`src/rtl/alu_decode_stage.sv`:
```
// Registered RV32I decode stage: turns one fetched instruction per handshake into
// the ALU control word, operand selects, immediate and register indices for execute.
module alu_decode_stage #(
   parameter int unsigned     XLEN     = 32,
   parameter logic [XLEN-1:0] RESET_PC = '0
) (
   input  logic            clk_i,
   input  logic            rst_ni,
   input  logic            in_valid_i,
   output logic            in_ready_o,
   input  logic [31:0]     instr_i,
   input  logic [XLEN-1:0] pc_i,
   input  logic            flush_i,
   output logic            out_valid_o,
   input  logic            out_ready_i,
   output logic [3:0]      alu_control_o,
   output logic            op_a_sel_o,
   output logic            op_b_sel_o,
   output logic [XLEN-1:0] imm_o,
   output logic [4:0]      rs1_addr_o,
   output logic [4:0]      rs2_addr_o,
   output logic [4:0]      rd_addr_o,
   output logic            reg_write_o,
   output logic [XLEN-1:0] pc_out_o,
   output logic            illegal_o
);

   typedef enum logic [3:0] {
      ALU_ADD    = 4'h0,
      ALU_SUB    = 4'h1,
      ALU_SLL    = 4'h2,
      ALU_SLT    = 4'h3,
      ALU_SLTU   = 4'h4,
      ALU_XOR    = 4'h5,
      ALU_SRL    = 4'h6,
      ALU_SRA    = 4'h7,
      ALU_OR     = 4'h8,
      ALU_AND    = 4'h9,
      ALU_COPY_B = 4'hA
   } alu_op_e;

   localparam logic [6:0] OPC_OP     = 7'b0110011;
   localparam logic [6:0] OPC_OP_IMM = 7'b0010011;
   localparam logic [6:0] OPC_LUI    = 7'b0110111;
   localparam logic [6:0] OPC_AUIPC  = 7'b0010111;
   localparam logic [6:0] OPC_LOAD   = 7'b0000011;
   localparam logic [6:0] OPC_STORE  = 7'b0100011;
   localparam logic [6:0] OPC_BRANCH = 7'b1100011;
   localparam logic [6:0] OPC_JAL    = 7'b1101111;
   localparam logic [6:0] OPC_JALR   = 7'b1100111;

   localparam logic [6:0] F7_BASE = 7'b0000000;
   localparam logic [6:0] F7_ALT  = 7'b0100000;

   function automatic alu_op_e f3_to_alu(input logic [2:0] f3);
      alu_op_e op;
      case (f3)
         3'b000:  op = ALU_ADD;
         3'b001:  op = ALU_SLL;
         3'b010:  op = ALU_SLT;
         3'b011:  op = ALU_SLTU;
         3'b100:  op = ALU_XOR;
         3'b101:  op = ALU_SRL;
         3'b110:  op = ALU_OR;
         default: op = ALU_AND;
      endcase
      return op;
   endfunction

   logic [6:0]         opcode;
   logic [2:0]         funct3;
   logic [6:0]         funct7;
   logic signed [31:0] imm_i_s, imm_s_s, imm_b_s, imm_u_s, imm_j_s;
   logic [31:0]        shamt;

   assign opcode = instr_i[6:0];
   assign funct3 = instr_i[14:12];
   assign funct7 = instr_i[31:25];

   assign imm_i_s = {{20{instr_i[31]}}, instr_i[31:20]};
   assign imm_s_s = {{20{instr_i[31]}}, instr_i[31:25], instr_i[11:7]};
   assign imm_b_s = {{19{instr_i[31]}}, instr_i[31], instr_i[7], instr_i[30:25],
                     instr_i[11:8], 1'b0};
   assign imm_u_s = {instr_i[31:12], 12'b0};
   assign imm_j_s = {{11{instr_i[31]}}, instr_i[31], instr_i[19:12], instr_i[20],
                     instr_i[30:21], 1'b0};
   assign shamt   = {27'b0, instr_i[24:20]};

   alu_op_e     alu_d;
   logic        a_sel_d, b_sel_d, illegal_d, we_d, writes_rd;
   logic [31:0] imm_d;

   always_comb begin
      alu_d     = ALU_ADD;
      a_sel_d   = 1'b0;
      b_sel_d   = 1'b0;
      imm_d     = '0;
      writes_rd = 1'b0;
      illegal_d = 1'b0;
      case (opcode)
         OPC_OP: begin
            writes_rd = 1'b1;
            if (funct7 == F7_BASE) begin
               alu_d = f3_to_alu(funct3);
            end else if (funct7 == F7_ALT && funct3 == 3'b000) begin
               alu_d = ALU_SUB;
            end else if (funct7 == F7_ALT && funct3 == 3'b101) begin
               alu_d = ALU_SRA;
            end else begin
               illegal_d = 1'b1;
            end
         end
         OPC_OP_IMM: begin
            writes_rd = 1'b1;
            b_sel_d   = 1'b1;
            alu_d     = f3_to_alu(funct3);
            imm_d     = imm_i_s;
            // shift-immediates carry funct7 in the upper immediate bits
            if (funct3 == 3'b001) begin
               imm_d     = shamt;
               illegal_d = (funct7 != F7_BASE);
            end else if (funct3 == 3'b101) begin
               imm_d = shamt;
               if (funct7 == F7_ALT) begin
                  alu_d = ALU_SRA;
               end else if (funct7 != F7_BASE) begin
                  illegal_d = 1'b1;
               end
            end
         end
         OPC_LUI: begin
            writes_rd = 1'b1;
            alu_d     = ALU_COPY_B;
            b_sel_d   = 1'b1;
            imm_d     = imm_u_s;
         end
         OPC_AUIPC: begin
            writes_rd = 1'b1;
            a_sel_d   = 1'b1;
            b_sel_d   = 1'b1;
            imm_d     = imm_u_s;
         end
         OPC_LOAD: begin
            writes_rd = 1'b1;
            b_sel_d   = 1'b1;
            imm_d     = imm_i_s;
         end
         OPC_STORE: begin
            b_sel_d = 1'b1;
            imm_d   = imm_s_s;
         end
         OPC_BRANCH: begin
            imm_d = imm_b_s;
            case (funct3[2:1])
               2'b00:   alu_d = ALU_SUB;
               2'b10:   alu_d = ALU_SLT;
               2'b11:   alu_d = ALU_SLTU;
               default: illegal_d = 1'b1;
            endcase
         end
         OPC_JAL: begin
            writes_rd = 1'b1;
            a_sel_d   = 1'b1;
            b_sel_d   = 1'b1;
            imm_d     = imm_j_s;
         end
         OPC_JALR: begin
            writes_rd = 1'b1;
            b_sel_d   = 1'b1;
            imm_d     = imm_i_s;
            illegal_d = (funct3 != 3'b000);
         end
         default: illegal_d = 1'b1;
      endcase
      // an illegal bundle is presented as a harmless ADD with no side effects
      if (illegal_d) begin
         alu_d     = ALU_ADD;
         a_sel_d   = 1'b0;
         b_sel_d   = 1'b0;
         imm_d     = '0;
         writes_rd = 1'b0;
      end
      we_d = writes_rd & (instr_i[11:7] != 5'd0);
   end

   logic            valid_q, valid_d, capture;
   alu_op_e         alu_q;
   logic            a_sel_q, b_sel_q, we_q, illegal_q;
   logic [XLEN-1:0] imm_q, pc_q;
   logic [4:0]      rs1_q, rs2_q, rd_q;

   assign in_ready_o = ~valid_q | out_ready_i;
   assign capture    = in_valid_i & in_ready_o & ~flush_i;

   always_comb begin
      valid_d = valid_q;
      if (flush_i) begin
         valid_d = 1'b0;
      end else if (capture) begin
         valid_d = 1'b1;
      end else if (out_ready_i) begin
         valid_d = 1'b0;
      end
   end

   // Decode -> execute pipeline register
   always_ff @(posedge clk_i or negedge rst_ni) begin
      if (!rst_ni) begin
         valid_q   <= 1'b0;
         alu_q     <= ALU_ADD;
         a_sel_q   <= 1'b0;
         b_sel_q   <= 1'b0;
         imm_q     <= '0;
         rs1_q     <= '0;
         rs2_q     <= '0;
         rd_q      <= '0;
         we_q      <= 1'b0;
         pc_q      <= RESET_PC;
         illegal_q <= 1'b0;
      end else begin
         valid_q <= valid_d;
         if (capture) begin
            alu_q     <= alu_d;
            a_sel_q   <= a_sel_d;
            b_sel_q   <= b_sel_d;
            imm_q     <= imm_d;
            rs1_q     <= instr_i[19:15];
            rs2_q     <= instr_i[24:20];
            rd_q      <= instr_i[11:7];
            we_q      <= we_d;
            pc_q      <= pc_i;
            illegal_q <= illegal_d;
         end
      end
   end

   assign out_valid_o   = valid_q;
   assign alu_control_o = alu_q;
   assign op_a_sel_o    = a_sel_q;
   assign op_b_sel_o    = b_sel_q;
   assign imm_o         = imm_q;
   assign rs1_addr_o    = rs1_q;
   assign rs2_addr_o    = rs2_q;
   assign rd_addr_o     = rd_q;
   assign reg_write_o   = we_q;
   assign pc_out_o      = pc_q;
   assign illegal_o     = illegal_q;

endmodule

```
`config.mk`:
```
export PLATFORM = sky130hd
export DESIGN_NAME = alu_decode_stage
export DESIGN_NICKNAME = d
export VERILOG_FILES = /design/src/rtl/alu_decode_stage.sv
export SDC_FILE = /design/constraint.sdc
export NUM_CORES = 1
export LEC_CHECK = 0
export ABC_AREA = 1
export ABC_CLOCK_PERIOD_IN_PS = 3820
export BUFFER_PORTS_ARGS = -buffer_cell sky130_fd_sc_hd__buf_2
export CAP_MARGIN = 20
export CELL_PAD_IN_SITES_DETAIL_PLACEMENT = 1
export CELL_PAD_IN_SITES_GLOBAL_PLACEMENT = 1
export CORE_MARGIN = 5
export CORE_UTILIZATION = 38
export CTS_BUF_LIST = sky130_fd_sc_hd__clkbuf_4
export CTS_CLUSTER_DIAMETER = 50
export DETAILED_ROUTE_END_ITERATION = 8
export PLACE_DENSITY = 0.89
export SLEW_MARGIN = 20
export SYNTH_ARGS = -nofsm -noshare
export SYNTH_HDL_FRONTEND = slang
export SYNTH_SLANG_ARGS = --single-unit
```
`constraint.sdc`:
```
create_clock -name clk_i -period 3.82 [get_ports clk_i]
set_clock_uncertainty 0.05 [all_clocks]
set_input_delay 0.191 -clock clk_i [delete_from_list [all_inputs] [get_ports clk_i]]
set_output_delay 0.191 -clock clk_i [all_outputs]
set_load 0.05 [all_outputs]
```
# After elaboration in Yosys (flattened, before gate mapping)
# Cells that the tools add are included.
[totals]
regBits = 88
out_inout_bits = 89
ram_bits = 0
elab_cells = 83
mem_count = 0
latch_bits = 0
rom_bits = 0
inputBits = 69
[op_classes]
addsub = 0
n_mux = 32
mul = 0
shift = 0
eq_ne = 18
n_div = 0
reduce_logical = 16
n_bitwise = 6
n_lt_le_gt_ge = 0
[op_table]
columns = ["cell", "n"]
rows = [
  ["$pmux W32 S6", 1],
  ["$mux W32", 3],
  ["$eq A7 B6 Y1 const B", 4],
  ["$pmux W4 S7", 1],
  ["$eq A7 B7 Y1 const B", 3],
  ["$mux W4", 5],
  ["$mux W1", 17],
  ["$pmux W4 S4", 1],
  ["$eq A7 B5 Y1 const B", 2],
  ["$reduce_or A7 Y1", 2],
  ["$eq A3 B3 Y1 const B", 3],
  ["$pmux W3 S3", 1],
  ["$eq A7 B2 Y1 const B", 1],
  ["$logic_not A7 Y1", 1],
  ["$reduce_bool A7 Y1", 1],
  ["$eq A3 B2 Y1 const B", 2],
  ["$mux W3", 2],
  ["$reduce_bool A3 Y1", 2],
  ["$reduce_or A2 Y1", 3],
  ["$pmux W1 S5", 1],
  ["$reduce_bool A5 Y1", 1],
  ["$reduce_or A5 Y1", 1],
  ["$eq A2 B2 Y1 const B", 2],
  ["$and A1 B1 Y1", 3],
  ["other kinds (7)", 9],
]

# Depth between registers and ports, before layout
[depth]
word_depth = 8
ltp_mapped = 12
depth_no_buf = 11

# Worst setup path after synthesis
# OpenSTA, ideal clock, no wires.
[synth_path]
path_kind = "register -> register"
startpoint = "reg valid_q (netlist: out_valid_o)"
endpoint = "reg alu_q[1] (netlist: alu_control_o[1])"
setup_ps = 66
setup_slack_ps = 2008
path_stages_with_launch = 8
t_arrival_ps = 1696
cell_sequence = "dfrtp_1 > inv_1 > nor2_1 > nor3_1 > clkbuf_1 > clkbuf_1 > nand3_1 > nand2_1"
[synth_between]
elab_chain_len = 4
[synth_lines]
columns = ["item", "line", "source"]
rows = [
  ["start: declaration", "186", "logic valid_q, valid_d, capture;"],
  ["start signal: assignment", "221", "valid_q <= valid_d;"],
  ["$not A1 Y1", "192", "assign in_ready_o = ~valid_q | out_ready_i;"],
  ["$or A1 B1 Y1", "192", ""],
  ["$and A1 B1 Y1 (2 in a row)", "193", "assign capture = in_valid_i & in_ready_o & ~flush_i;"],
  ["end signal: assignment", "223", "alu_q <= alu_d;"],
  ["end: declaration", "187", "alu_op_e alu_q;"],
]
# No other way between the ends.
# A chain may end at the register's enable or synchronous reset.

# Worst setup path after layout
[layout_path]
startpoint = "reg valid_q (netlist: out_valid_o)"
endpoint = "reg rs2_q[1] (netlist: rs2_addr_o[1])"
[layout_between]
elab_chain_len = 4
[layout_lines]
columns = ["item", "line", "source"]
rows = [
  ["$not A1 Y1", "192", ""],
  ["$or A1 B1 Y1", "192", ""],
  ["$and A1 B1 Y1 (2 in a row)", "193", ""],
  ["end signal: assignment", "228", "rs2_q <= instr_i[24:20];"],
  ["end: declaration", "190", "logic [4:0] rs1_q, rs2_q, rd_q;"],
]
# No other way between the ends.

==> qor.yml <==
fill_cells: 1485
firstDrtPassIters: 4
numCtsBuffers: 9
antenna_found_initial: 0
overflow: 0
pre_cts_ws_ps: 1590
power_density_nw_per_um2: 382
seq_area_frac_synth_pct: 50.4
clock_latency_ps: 450
status: "completed"
critPathLaunchType: "flop"
power.leakage_nw: 3.38
synth-xor-area-share_pct: 0
yosysMostFrequentCell: "nand2_1"
fin_util_pct: 51.9
synth_nets: 683
fin_ws_ps: 1560
clkSlewWorstSetupHoldPaths_ps: 150
track_usage_pct: 23.5
synth-adder-area-share_pct: 0
cts_tree: "built"
endpoint_kind: "flop"
setup_tns_ps: 0
start_util_pct: 38.6
drv_slew: 0
cp_data_arrival_time_ps: 2550
hold_depth: 3
synth_top_area_share_pct: 50.4
cap_violations: 0
grt_pass1_vias: 5047
synthMuxAreaShare_pct: 0
rsz0062_at_grt: "no"
dpl.hpwl_mm: 11.0
hp-class: "in -> reg"
routedWlPerCell_um: 16.4
drt_iter0_markers: 219
die_x_um: 117
synth_cell_types: 23
drc: 0
crit_type: "reg -> reg"
synth_top_flop_cell: "dfrtp_1"
synth_top_family_by_area: "simple AND/OR/NAND/NOR gates"
max_freq_mhz: 442
cts_max_level: 3
setup_viol: 0
rows: 39
layout-area-overhead-vs-synth_pct: 34.5
die_height_um: 117
max-vdd-ir-drop_mv: 0.212
clock-root-buffer: "clkbuf_4"
vias: 4706
grt_pass1_wl_mm: 25.3
worstMarginPinSlew_ps: 745
pin_count: 158
ant_nets: 0
syn_area_per_cell_um2: 7.12
p_total_w: 0.00224
yosys.area_share.simple_pct: 39.5
port_buffers: 157
grt_start_max_net_pins: 59
synth_area_leaders: "dfrtp_1, nand2_1, nor2_1"
routed_wl_mm: 15.7
synth_top_cell_by_area: "dfrtp_1"
crit_fanout: 48
min_period_ps: 2260
required_ps: 4110
vias_per_cell: 4.92
dieArea_um2: 13700
synth_compound_area_share_pct: 4.12
ys_seq_elements: 88
gp_congestion: 0.842
r2r_cells: 8
ys.warnings.count: 0
syn-cell-area_um2: 4370
period_share_pct: 59.2
max_slew_margin_pct: 50.4
nets: 877
synth_common_cells: "nand2_1, dfrtp_1, nor2_1, inv_1, nand3_1"
clock_path_buffers: 2
core_area_um2: 11300
synthCells: 614
synth_edf_count: 0
postCtsSetupRepairBufs: 0
drive_above_1_share_pct: 24.6
cts.sinks: 88
hold_viol: 0
synthArstFlopShare_pct: 100
==> per-stage QoR <==
step | hold WS, ps | area (µm²) | std cells
floorplan | -155 | 4370 | 614
global placement | 244 | 5260 | 893
detailed placement | 251 | 5260 | 893
CTS | 7.50 | 5870 | 956
global route | 10.6 | 5870 | 956
finish | 21.3 | 5870 | 957
==> metal layers <==
metal	up-vias	routed length (µm)	GRT usage, %
li1	2262	-	-
met5	-	0	0
met3	30	588	2.57
met1	2300	6510	29.4
met4	0	413	10.1
met2	114	8170	41.0
==> state kept, by name, summed over array words and instances, names as in the netlist <==
register       flops
imm_o             32
illegal_o          1
rd_addr_o          5
alu_control_o      4
rs2_addr_o         5
reg_write_o        1
rs1_addr_o         5
out_valid_o        1
op_b_sel_o         1
pc_out_o          32
op_a_sel_o         1
==> worst paths after layout <==
path / end / from / slack (ps)
worst max-delay path: rs2_addr_o[1]$_DFFE_PN0P_ / out_valid_o$_DFFE_PN0P_ / 1560
worst min-delay path: rs2_addr_o[0]$_DFFE_PN0P_ / instr_i[20] / 20
worst max register to register: rs2_addr_o[1]$_DFFE_PN0P_ / out_valid_o$_DFFE_PN0P_ / 1560
worst min register to register: pc_out_o[27]$_DFFE_PN0P_ / pc_out_o[27]$_DFFE_PN0P_ / 440
max in group asynchronous: pc_out_o[27]$_DFFE_PN0P_ / rst_ni / 2490
min in group asynchronous: pc_out_o[2]$_DFFE_PN0P_ / rst_ni / 280
==> layout by cell type, fill, tap and decap left out, drive strengths merged <==
master / count
a21oi: 8
buf: 161
bufinv: 1
clkbuf: 9
clkinv: 2
clkinvlp: 1
dfrtp: 88
diode: 1
dlygate4sd3: 47
inv: 42
nand2: 290
nand3: 32
nand3b: 2
nor2: 95
nor3: 5
nor4: 1
o21ai: 28
or2: 1
==> cell type report <==
| class | count | area [µm²] | area share [%] |
|---|---|---|---|
| flip-flops and latches | 88 | 2200 | 37.5 |
| multi-input cells | 462 | 1910 | 32.5 |
| repair buffers | 208 | 1290 | 21.9 |
| well taps | 143 | 179 | 3.05 |
| inverters | 39 | 146 | 2.49 |
| clock inverters | 7 | 76.3 | 1.30 |
| clock buffers | 9 | 67.6 | 1.15 |
| diodes | 1 | 2.50 | 0.0426 |
==> kinds of logic after synthesis <==
kind of cell           count (synthesis)
AND/OR/NAND/NOR                      426
AO/OA/AOI/OAI                         36
flip-flops                            88
buffers and inverters                 64
==> worst max-delay path, cell delays in order, from the launching register on <==
cell and delay [ps]:
dfrtp_1 410, inv_1 60, nor2_1 50, nor3_2 110, buf_4 500, inv_2 360, buf_4 380, nand2_1 120
o21ai_0 90
==> report_power, final <==
group | switching [W] | internal, W | leakage, nW
combinational | 0.000477 | 0.000157 | 2.16
clock | 0.000349 | 0.000205 | 0.0750
sequential | 0.0000465 | 0.00101 | 1.15
total | 0.000873 | 0.00137 | 3.38
==> repair_timing <==
item / 4_1_cts / 5_1_grt
endpoints found under the setup margin: 0 / 0
hold buffers: 47 / 0
gates resized for setup: 0 / 0
endpoints found under the hold margin: 102 / 0
Power figures use the tool's default switching activity.
